**src/rtl/tqvp_prism_pkg.sv**
```systemverilog
// Shared constants for the PRISM input conditioning block:
// register addresses, field positions and default sizes.
package tqvp_prism_pkg;

  localparam int NCH_DEF   = 7;
  localparam int PRE_W_DEF = 16;
  localparam int DB_W_DEF  = 3;

  localparam logic [5:0] ADDR_INCFG = 6'h30;
  localparam logic [5:0] ADDR_INPOL = 6'h34;
  localparam logic [5:0] ADDR_INCAP = 6'h38;
  localparam logic [5:0] ADDR_INIRQ = 6'h3C;

  localparam int CFG_PRE_LSB = 0;
  localparam int CFG_DB_LSB  = 16;
  localparam int POL_LSB     = 0;
  localparam int RISE_LSB    = 8;
  localparam int FALL_LSB    = 16;

  localparam logic [1:0] WR_32 = 2'b10;

endpackage

```
**src/rtl/tqvp_prism_in_cond_debounce_ch.sv**
```systemverilog
// One debounced channel: counter, filtered level, edge pulses.
// Ports: tick/clr strobes, raw level, db_len -> filt, rise, fall.
module tqvp_prism_debounce_ch
  import tqvp_prism_pkg::*;
#(
  parameter int DB_W = DB_W_DEF
) (
  input  logic            clk,
  input  logic            rst_n,
  input  logic            tick,
  input  logic            clr,
  input  logic            raw,
  input  logic [DB_W-1:0] db_len,
  output logic            filt,
  output logic            rise,
  output logic            fall
);

  logic [DB_W-1:0] cnt_q, cnt_d;
  logic            filt_q, filt_d;

  always_comb begin
    cnt_d  = cnt_q;
    filt_d = filt_q;
    if (clr) begin
      cnt_d = '0;
    end else if (tick) begin
      if (raw == filt_q) begin
        cnt_d = '0;
      end else if (cnt_q == db_len) begin
        filt_d = raw;
        cnt_d  = '0;
      end else begin
        cnt_d = DB_W'(cnt_q + 1'b1);
      end
    end
  end

  always_ff @(posedge clk or negedge rst_n) begin
    if (!rst_n) begin
      cnt_q  <= '0;
      filt_q <= 1'b0;
    end else begin
      cnt_q  <= cnt_d;
      filt_q <= filt_d;
    end
  end

  // Edges come from the next-state so capture lands with filt.
  assign filt = filt_q;
  assign rise = filt_d & ~filt_q;
  assign fall = ~filt_d & filt_q;

endmodule

```
**src/rtl/tqvp_prism_in_cond.sv**
```systemverilog
// Input conditioning ahead of PRISM in_data: debounce, polarity,
// edge capture and irq; bus regs at 0x30-0x3C, rd_data read mux.
module tqvp_prism_in_cond
  import tqvp_prism_pkg::*;
#(
  parameter int NCH   = NCH_DEF,
  parameter int PRE_W = PRE_W_DEF,
  parameter int DB_W  = DB_W_DEF
) (
  input  logic           clk,
  input  logic           rst_n,
  input  logic [NCH-1:0] raw_in,
  input  logic [5:0]     address,
  input  logic [31:0]    data_in,
  input  logic [1:0]     data_write_n,
  output logic [NCH-1:0] cond_out,
  output logic [31:0]    rd_data,
  output logic           irq
);

  logic [PRE_W-1:0] prescale_q, prescale_d;
  logic [PRE_W-1:0] pre_q, pre_d;
  logic [DB_W-1:0]  db_len_q, db_len_d;
  logic [NCH-1:0]   pol_q, pol_d;
  logic [NCH-1:0]   rise_en_q, rise_en_d;
  logic [NCH-1:0]   fall_en_q, fall_en_d;
  logic [NCH-1:0]   cap_q, cap_d;
  logic [NCH-1:0]   irq_en_q, irq_en_d;
  logic             irq_q, irq_d;

  logic [NCH-1:0] filt, rise, fall;
  logic [NCH-1:0] w1c, cap_set;
  logic           wr32, tick;
  logic           cfg_we, pol_we, cap_we, ien_we;
  logic           unused_data;

  assign unused_data = ^data_in[31:23];

  assign wr32   = (data_write_n == WR_32);
  assign cfg_we = wr32 && (address == ADDR_INCFG);
  assign pol_we = wr32 && (address == ADDR_INPOL);
  assign cap_we = wr32 && (address == ADDR_INCAP);
  assign ien_we = wr32 && (address == ADDR_INIRQ);

  assign tick = (pre_q == '0);

  for (genvar g = 0; g < NCH; g++) begin : g_ch
    tqvp_prism_debounce_ch #(
      .DB_W(DB_W)
    ) u_ch (
      .clk    (clk),
      .rst_n  (rst_n),
      .tick   (tick),
      .clr    (cfg_we),
      .raw    (raw_in[g]),
      .db_len (db_len_q),
      .filt   (filt[g]),
      .rise   (rise[g]),
      .fall   (fall[g])
    );
  end

  assign cap_set = (rise & rise_en_q) | (fall & fall_en_q);
  assign w1c     = cap_we ? data_in[NCH-1:0] : '0;

  always_comb begin
    prescale_d = prescale_q;
    db_len_d   = db_len_q;
    pol_d      = pol_q;
    rise_en_d  = rise_en_q;
    fall_en_d  = fall_en_q;
    irq_en_d   = irq_en_q;
    if (cfg_we) begin
      prescale_d = data_in[CFG_PRE_LSB +: PRE_W];
      db_len_d   = data_in[CFG_DB_LSB +: DB_W];
    end
    if (pol_we) begin
      pol_d     = data_in[POL_LSB +: NCH];
      rise_en_d = data_in[RISE_LSB +: NCH];
      fall_en_d = data_in[FALL_LSB +: NCH];
    end
    if (ien_we) begin
      irq_en_d = data_in[NCH-1:0];
    end
  end

  // A CFG write restarts the prescaler on the new period.
  always_comb begin
    pre_d = pre_q;
    if (cfg_we) begin
      pre_d = data_in[CFG_PRE_LSB +: PRE_W];
    end else if (tick) begin
      pre_d = prescale_q;
    end else begin
      pre_d = PRE_W'(pre_q - 1'b1);
    end
  end

  // New edges beat a simultaneous write-1-to-clear.
  assign cap_d = (cap_q & ~w1c) | cap_set;
  assign irq_d = |(cap_q & irq_en_q);

  always_ff @(posedge clk or negedge rst_n) begin
    if (!rst_n) begin
      prescale_q <= '0;
      pre_q      <= '0;
      db_len_q   <= '0;
      pol_q      <= '0;
      rise_en_q  <= '0;
      fall_en_q  <= '0;
      cap_q      <= '0;
      irq_en_q   <= '0;
      irq_q      <= 1'b0;
    end else begin
      prescale_q <= prescale_d;
      pre_q      <= pre_d;
      db_len_q   <= db_len_d;
      pol_q      <= pol_d;
      rise_en_q  <= rise_en_d;
      fall_en_q  <= fall_en_d;
      cap_q      <= cap_d;
      irq_en_q   <= irq_en_d;
      irq_q      <= irq_d;
    end
  end

  assign cond_out = filt ^ pol_q;
  assign irq      = irq_q;

  always_comb begin
    rd_data = '0;
    case (address)
      ADDR_INCFG: begin
        rd_data[CFG_PRE_LSB +: PRE_W] = prescale_q;
        rd_data[CFG_DB_LSB +: DB_W]   = db_len_q;
      end
      ADDR_INPOL: begin
        rd_data[POL_LSB +: NCH]  = pol_q;
        rd_data[RISE_LSB +: NCH] = rise_en_q;
        rd_data[FALL_LSB +: NCH] = fall_en_q;
      end
      ADDR_INCAP: rd_data[NCH-1:0] = cap_q;
      ADDR_INIRQ: rd_data[NCH-1:0] = irq_en_q;
      default:    rd_data = '0;
    endcase
  end

endmodule

```
**config.mk**
```make
export PLATFORM = sky130hd
export DESIGN_NAME = tqvp_prism_in_cond
export DESIGN_NICKNAME = d
export VERILOG_FILES = /design/src/rtl/tqvp_prism_pkg.sv /design/src/rtl/tqvp_prism_in_cond_debounce_ch.sv /design/src/rtl/tqvp_prism_in_cond.sv
export SDC_FILE = /design/constraint.sdc
export NUM_CORES = 1
export LEC_CHECK = 0
export ABC_AREA = 1
export CORE_ASPECT_RATIO = 0.9
export CORE_UTILIZATION = 51
export CTS_CLUSTER_DIAMETER = 150
export CTS_CLUSTER_SIZE = 16
export DETAILED_ROUTE_END_ITERATION = 10
export GPL_TIMING_DRIVEN = 0
export PLACE_DENSITY_LB_ADDON = 0.05
export SLEW_MARGIN = 5
export SYNTH_ARGS = -nofsm -noshare
export SYNTH_HDL_FRONTEND = slang
export SYNTH_SLANG_ARGS = --single-unit
```
**constraint.sdc**
```tcl
create_clock -name clk -period 3.2 [get_ports clk]
set_input_delay 0.48 -clock clk [delete_from_list [all_inputs] [get_ports clk]]
set_output_delay 0.48 -clock clk [all_outputs]
set_load 0.01 [all_outputs]
```
==> results of run 1 <==
## layer usage
metal  share of wire (%)  wire length, um  vias up  global-route usage (%)
li1                    -                -     2525                       -
met1                  46             7440     2521                    39.6
met2                  45             7270      212                    47.1
met3                 6.3             1020       32                    5.52
met4                 2.1              335        0                    10.1
met5                   0                0        -                       0
## stage by stage
step           instance area [um^2]  instances
2_1_floorplan                  5710        755
5_1_grt                        6950        995
3_5_place_dp                   6630        978
4_1_cts                        6940        994
6_report                       6950        995
3_3_place_gp                   6600        977
## synthesized netlist by cell type (all sizes together)
| cell type | instances | share of area, % |
|---|---|---|
| nand2 | 229 | 15 |
| dfrtp | 99 | 44 |
| inv | 98 | 6.5 |
| o21ai | 70 | 6.4 |
| nand3 | 64 | 5.8 |
| nor2 | 63 | 5.6 |
| buf | 26 | 3.4 |
| xnor2 | 22 | 3.4 |
| xor2 | 18 | 2.8 |
| nand4 | 13 | 1.4 |
| a21oi | 12 | 1.1 |
| ha | 9 | 2.0 |
| o22ai | 8 | 0.88 |
| clkbuf | 6 | 0.42 |
| o2111ai | 5 | 0.77 |
| a221oi | 1 | 0.15 |
| conb | 1 | 0.066 |
| nand3b | 1 | 0.13 |
| nor3 | 1 | 0.088 |
| o211ai | 1 | 0.13 |
## kinds of logic after synthesis
kind of cell / Yosys count / share of synthesized area, %
other: 1 / 0.0660
buffers and inverters: 130 / 10.3
DFF: 99 / 43.6
and+or+nand+nor: 371 / 28.5
xor gates and xnor gates: 40 / 6.17
AOI/OAI and AO/OA: 97 / 9.43
adders and majority gates: 9 / 1.98
## worst max-delay path, cell delays in order
cell	delay [ps]
clkdlybuf4s50_1	460
nand2_1	70
nor2_2	160
nand2_1	170
clkbuf_1	340
o2111ai_1	350
clkdlybuf4s50_1	600
## power by group
part           switching, uW  internal [uW]
Combinational            326            235
Sequential               122           1380
Clock                    500            652
Total                    948           2260
## sequential cells by signal (all words and copies together) (netlist names)
signal and count:
irq_en_q 7, pre_q 16, rise_en_q 7, pol_q 7
g_ch.u_ch.cnt_q 21, prescale_q 16, db_len_q 3, g_ch.u_ch.filt 7
irq 1, cap_q 7, fall_en_q 7
## layout by cell type, fill, tap and decap left out, drive strengths merged
cell type,instances
clkinv,4
nand3,64
clkbuf,17
nor2,63
nand4,13
a21oi,12
nand3b,1
ha,9
clkdlybuf4s50,69
nor3,1
conb,9
a221oi,1
o21ai,70
xor2,18
nand2,229
o211ai,1
inv,98
xnor2,22
o22ai,8
bufinv,1
buf,29
dfrtp,99
o2111ai,5
## area by class of cell
class                           count  area, um^2
Clock buffer                       11         253
Multi-Input combinational cell    526        2650
Fill cell                         967        3910
Sequential cell                    99        2480
Inverter                           98         368
Timing Repair Buffer               72         733
Tap cell                          152         190
Clock inverter                      5        61.3
Buffer                             32         216
## timing repair
| action | CTS | global route |
|---|---|---|
| buffers inserted | 0 | 1 |
| endpoints found under the setup margin | 0 | 3 |
| hold buffers | 0 | 0 |
## final timing paths
path,depth (start not counted),endpoint,slack [ps]
min,1,prescale_q[15],200
max,7,rd_data[3],80
min in group clk,2,pre_q[3],490
max reg2reg,10,g_ch[1].u_ch.cnt_q[0],1390
max in group asynchronous,2,g_ch[0].u_ch.cnt_q[1],2310
min reg2reg,2,pre_q[3],490
==> results.md, run 1 <==
- CTS Root Cell: clkbuf_16
- Worst-Margin Slew: roughly 750 ps
- Vias in the first global route: 5,089
- Crit Path Category: in -> out
- Critical Path Fanout Max: 10
- N_diodes: 0
- TritonCTS clock tree: done
- Crit path from: address[4]
- FF-to-FF Start: pre_q[0]
- Initial DRC Count: between 500 and 600
- Share of the yosys chip area belonging to registers: between 40% and 50%
- Largest net degree at the start of global routing: 56
- Max Clock Skew: 6.40 ps
- Routed WL per cell: between 15 and 20 um
- Fin Hold WS: about 200 ps
- Tcrit/Tclk final: between 90% and 100%
- Layout Utilization: 64.0%
- Yosys synthesis warning count: 0
- Synthesized cell area: 0.00568 mm^2
- Rows: 36
- Final HPWL DP: ~12,000 um
- First drt pass iteration count: 6
- Clock slew at reported path FFs: around 70 ps
- Avg Cell Area, Syn: between 7 and 8 um^2
- Worst-skew pair later-pin latency: 350 ps
- Bufs on Longest Clock Path: 2
- Maximum vdd drop: around 0.00023 V
- Critical path required time: between 2000 and 3000 ps
- PortBufs: 70
- Vias/cell: approximately 5.3
- Num CTS Buffers: 9
- Core Area: 0.0109 mm^2
- Final worst setup slack: a little under 80 ps
- Setup crit start kind: input port
- Setup crit end kind: output pin
- Status: completed
- Final hold viol count: 0
- Die area: roughly 0.012 mm^2
- Synthesized flop and latch total: between 90 and 100
- GPL Wtd Cong: 0.966
- Max-cap viol count: 0
- Relative slew slack: between 40% and 50%
- Layout Area Growth over Synthesis: 22.3%
- RSZ-0062 raised after global routing: no
- Leak pwr: 0.00350 uW
- Total number of vias: 5,290
- Global-route wire length before repair: between 20,000 and 30,000 um
- Die W: roughly 110 um
- GRT Residual Overflow: 0
- Number of remaining DRC errors: 0
- Critical path arrival: about 2600 ps
- Hold WC Path Type: in -> async
- Sum Neg Setup Slack: 0 ps
- Antenna violations before repair: 0
- Gr usage total: between 20% and 30%
- Cell variety after synth: 33
- CTS Sinks: 99
- Max Slew Vio Count: 0
- Number of cells produced by synthesis: between 700 and 800
- Ports: 89
- Final Critical Period: ~3100 ps
- Starting Density: 52.3%
- Die Ht: between 100 and 150 um
- Final Net Count: around 900
- Post-CTS sizing: 0
- Antenna Nets Post-Route: 0
- Share of layout cells above drive strength 1: between 8 and 9%
- Power per cell area: around 460 mW/mm^2
- Final setup vio count: 0
- Total power: ~3200 uW
- Final Routed Wirelength: ~16,000 um
- Fmax: around 320 MHz
- Number of H-tree levels: 3
- Post-place setup slack: 87.3 ps
Power figures use the tool's default switching activity.
==> run 2: changes to the inputs <==
--- a/config.mk
+++ b/config.mk
@@ -9,7 +9,7 @@
 export CORE_ASPECT_RATIO = 0.9
 export CORE_UTILIZATION = 51
 export CTS_CLUSTER_DIAMETER = 150
-export CTS_CLUSTER_SIZE = 16
+export CTS_CLUSTER_SIZE = 40
 export DETAILED_ROUTE_END_ITERATION = 10
 export GPL_TIMING_DRIVEN = 0
 export PLACE_DENSITY_LB_ADDON = 0.05
==> results of run 2 <==
The final DEF is identical to that of run 1; final timing and power are the same.
==> run 3: changes to the inputs <==
--- a/config.mk
+++ b/config.mk
@@ -5,7 +5,6 @@
 export SDC_FILE = /design/constraint.sdc
 export NUM_CORES = 1
 export LEC_CHECK = 0
-export ABC_AREA = 1
 export CORE_ASPECT_RATIO = 0.9
 export CORE_UTILIZATION = 51
 export CTS_CLUSTER_DIAMETER = 150
==> run 3 against run 2 <==
Flip-flop and latch count unchanged. Clock skew increased by 3.2 ps. Cell count shrank 19%. Non-clock buffer count rose by 8. Via count down 9.6%. Register-to-register slack got worse by 560 ps. Core utilization up 0.14 points. Clock-buffer cell count is 1 higher. Critical path depth down 1. Area after synthesis up 1.1%. Largest power group unchanged.
==> results.md, run 3 <==
- Max-cap viol count: 0 (unchanged)
- GRT Residual Overflow: 0 (unchanged)
- Final setup vio count: 0 (unchanged)
- Internal power: 2680 uW (+18%)
- Largest net degree at the start of global routing: 67 (+20%)
- Final Routed Wirelength: 16,600 um (+3.6%)
- Rows: 36 (unchanged)
- Critical Path Fanout Max: 19 (+9)
- Slowest-stage cell, CP: clkdlybuf4s50_1
- Die Ht: 103 um (+0.54%)
- Commonest cells after routing, fill and taps aside: dfrtp_1 (99), nand2_1 (74), clkdlybuf4s50_1 (69)
- R2R cell count: 7 (-3)
- Number of cells produced by synthesis: 562 (-25%)
- Setup Fix Bufs, Post-CTS: 0 (unchanged)
- Die W: 114 um (+0.54%)
- Layout Area Growth over Synthesis: 21.7%
- Global-route wire length before repair: 26,000 um (+2.5%)
- Most area-consuming cells after synthesis: dfrtp_1 (43%), mux2_2 (6.1%), nand2_1 (4.8%), xnor2_1 (4.7%), mux4_2 (2.7%)
- Largest register by flop count: g_ch.u_ch.cnt_q
- Final HPWL DP: 12,000 um (+1.1%)
- Status: completed
- Tcrit/Tclk final: 97.1% (-0.45 points)
- FF-to-FF Start: pre_q[0]
- Vias in the first global route: 4,723 (-7.2%)
- Total number of vias: 4,782 (-9.6%)
- RSZ-0062 raised after global routing: no
- Register area: 0.00248 mm^2 (unchanged)
- Layout Utilization: 64.1% (+0.14 points)
- Number of H-tree levels: 3 (unchanged)
- Num CTS Buffers: 9 (unchanged)
- Filler Cell Count: 916 (-5.3%)
- Sum Neg Setup Slack: 0 ps (unchanged)
- Clock slew at reported path FFs: 70 ps (about the same)
- Final hold viol count: 0 (unchanged)
- Setup crit start kind: input port
- Fin Hold WS: 89.6 ps (-109 ps)
- EDFF count, synth: 0 (unchanged)
- Share of the yosys chip area belonging to registers: 43.1% (-0.48 points)
- Antenna violations before repair: 0 (unchanged)
- Hold WC Path Type: in -> async
- Post-CTS Hold Buffers: 0 (unchanged)
- Fmax: 322 MHz (+0.47%)
- Levels on crit path: 6 (-1)
- Core Area: 0.0109 mm^2 (+0.42%)
- Max Clock Skew: 9.63 ps (+3.23 ps)
- Max Slew Vio Count: 0 (unchanged)
- Final Critical Period: 3110 ps (-14.5 ps)
- Comb power frac: 29.2% (+12 points)
- Leak pwr: 0.00300 uW (-14%)
- Post-CTS sizing: 1 (+1)
- Critical path required time: 2720 ps (about the same)
- CTS Sinks: 99 (unchanged)
- Yosys synthesis warning count: 0 (unchanged)
- Worst Path Buf+Inv: 4 (+1)
- PortBufs: 70 (unchanged)
- Count leader, synth: dfrtp_1
- Ports: 89 (unchanged)
- Crit Path Category: in -> out
- Cell mode on critical path: clkdlybuf4s50_1
- Routed WL per cell: 20.6 um (+28%)
- Worst-skew pair later-pin latency: 360 ps (about the same)
- Antenna Nets Post-Route: 0 (unchanged)
- Top cells by count, synth: dfrtp_1 (99), nand2_1 (74), mux2_2 (31), nand3_1 (31), xnor2_1 (31)
- Cell Chain, Critical Path: clkdlybuf4s50_1 -> buf_4 -> buf_2 -> mux2i_1 -> nor2_1 -> clkdlybuf4s50_1
- Bufs on Longest Clock Path: 2 (unchanged)
- Multi-input logic area: 0.00302 mm^2 (+14%)
- TritonCTS clock tree: done
- Switching Power: 1340 uW (+41%)
- Share of layout cells above drive strength 1: 15.4% (+6.5 points)
- Max reg flops: 21 (unchanged)
- Die area: 0.0117 mm^2 (+1.1%)
- GPL Wtd Cong: 0.937 (-3.0%)
- Synthesized cell area: 0.00574 mm^2 (+1.1%)
- Cell variety after synth: 59 (+79%)
- Commonest non-fill, non-tap cell in the layout: dfrtp_1
- Top delay family on crit path: buffers and inverters
- Starting Density: 52.7% (+0.36 points)
- Power per cell area: 575 mW/mm^2 (+24%)
- N_diodes: 0 (unchanged)
- Placement-stage cell area: 0.00669 mm^2 (+0.94%)
- Reg-to-reg slack, setup: 830 ps (-560 ps)
- Critical path arrival: 2630 ps (about the same)
- Yosys top cell by area: dfrtp_1
- Initial DRC Count: 361 (-28%)
- Clk pwr share: 28.3% (-7.6 points)
- Sequential share of power: 42.5% (-4.1 points)
- Total power: 4020 uW (+25%)
- Avg Cell Area, Syn: 10.2 um^2 (+34%)
- Worst R2R End: g_ch[4].u_ch.filt
- First drt pass iteration count: 5 (-1)
- Synthesized flop and latch total: 99 (unchanged)
- Largest stage delay on the critical path: 580 ps (-20 ps)
- Top Registers: g_ch.u_ch.cnt_q: 21 flops, pre_q: 16 flops, prescale_q: 16 flops
- Final Net Count: 709 (-21%)
- Top FF cell, synth: dfrtp_1
- Number of remaining DRC errors: 0 (unchanged)
- Gr usage total: 30.6% (+1.5 points)
- Asr flop ratio synth: 100% (unchanged)
- Top cell type's share of synthesized area: 43.1% (-0.48 points)
- Setup crit end kind: output pin
- Sw frac: 33.3% (+3.8 points)
- Vias/cell: 5.92 (+11%)
- Relative slew slack: 41.5% (-8.4 points)
- Maximum vdd drop: 0.000427 V (+85%)
- Worst-Margin Slew: 871 ps (+118 ps)
- CTS Root Cell: clkbuf_16
- Final instance area: 0.00699 mm^2 (+0.63%)
[run 3: changes by cell type after synthesis, moves of 30 or more]
cell / before / now
mux2_2: 0 / 31
nor2_1: 47 / 16
o21ai_0: 55 / 25
nand2_1: 224 / 74
inv_1: 96 / 8
nand3_1: 62 / 31
[run 3: worst max-delay path by stage]
stage / to / startpoint / slack [ps]
after floorplan: rd_data[10] / address[2] / 1180
after global placement: g_ch[4].u_ch.filt / rst_n / -2230
after detailed placement: rd_data[10] / address[2] / -450
after CTS: rd_data[10] / address[0] / 4
after global routing: rd_data[10] / address[2] / 3
final: rd_data[10] / address[2] / 90
[run 3: cell type report]
type	instances	area share, %
clock inverter	4	0.698
tap	152	2.72
buffer	41	3.47
clock buffer	12	3.67
sequential	99	35.4
inverter	8	0.429
timing repair buffer	71	10.4
multi-input combinational	421	43.2
[run 3: metal layers]
metal | global-route usage (%) | up-vias | part of all wire, %
li1 | - | 2198 | -
met5 | 0 | - | 0
met1 | 41.5 | 2374 | 44
met2 | 48.7 | 181 | 46
met4 | 9.59 | 0 | 2.2
met3 | 7.94 | 29 | 7.2
[run 3: stage by stage]
| stage | cells | setup slack [ps] |
|---|---|---|
| floorplan | 570 | 1180 |
| global placement | 792 | -2230 |
| detailed placement | 793 | -450 |
| CTS | 808 | 4.38 |
| global route | 808 | 3.18 |
| finish | 808 | 93.3 |
[run 3: power groups by stage]
stage,registers [uW],logic [uW],clock network (uW)
6_report,1710,1170,1140
5_1_grt,1730,1290,1200
4_1_cts,1700,1170,1160
3_5_place_dp,1720,1160,0
3_3_place_gp,1710,1120,0
2_1_floorplan,1660,859,0
[run 3: kinds of logic (layout without fill, tap and decap cells)]
kind of cell    after synthesis  after routing  synth area share, %
simple gates                220            220                 22.0
flops                        99             99                 43.1
compound gates               87             87                 9.85
mux                          57             57                 12.2
buf+inv                      50            136                 4.79
xor+xnor                     39             39                 5.95
fa+ha+maj                     9              9                 1.96
other cells                   1              9               0.0653
[run 3: worst reg2reg max path: stages (launching register included)]
cell and delay, ps:
dfrtp_1 420, inv_1 130, ha_1 200, nor4b_1 380, nand4_2 270, buf_6 260
nor3_4 260, mux2_1 340
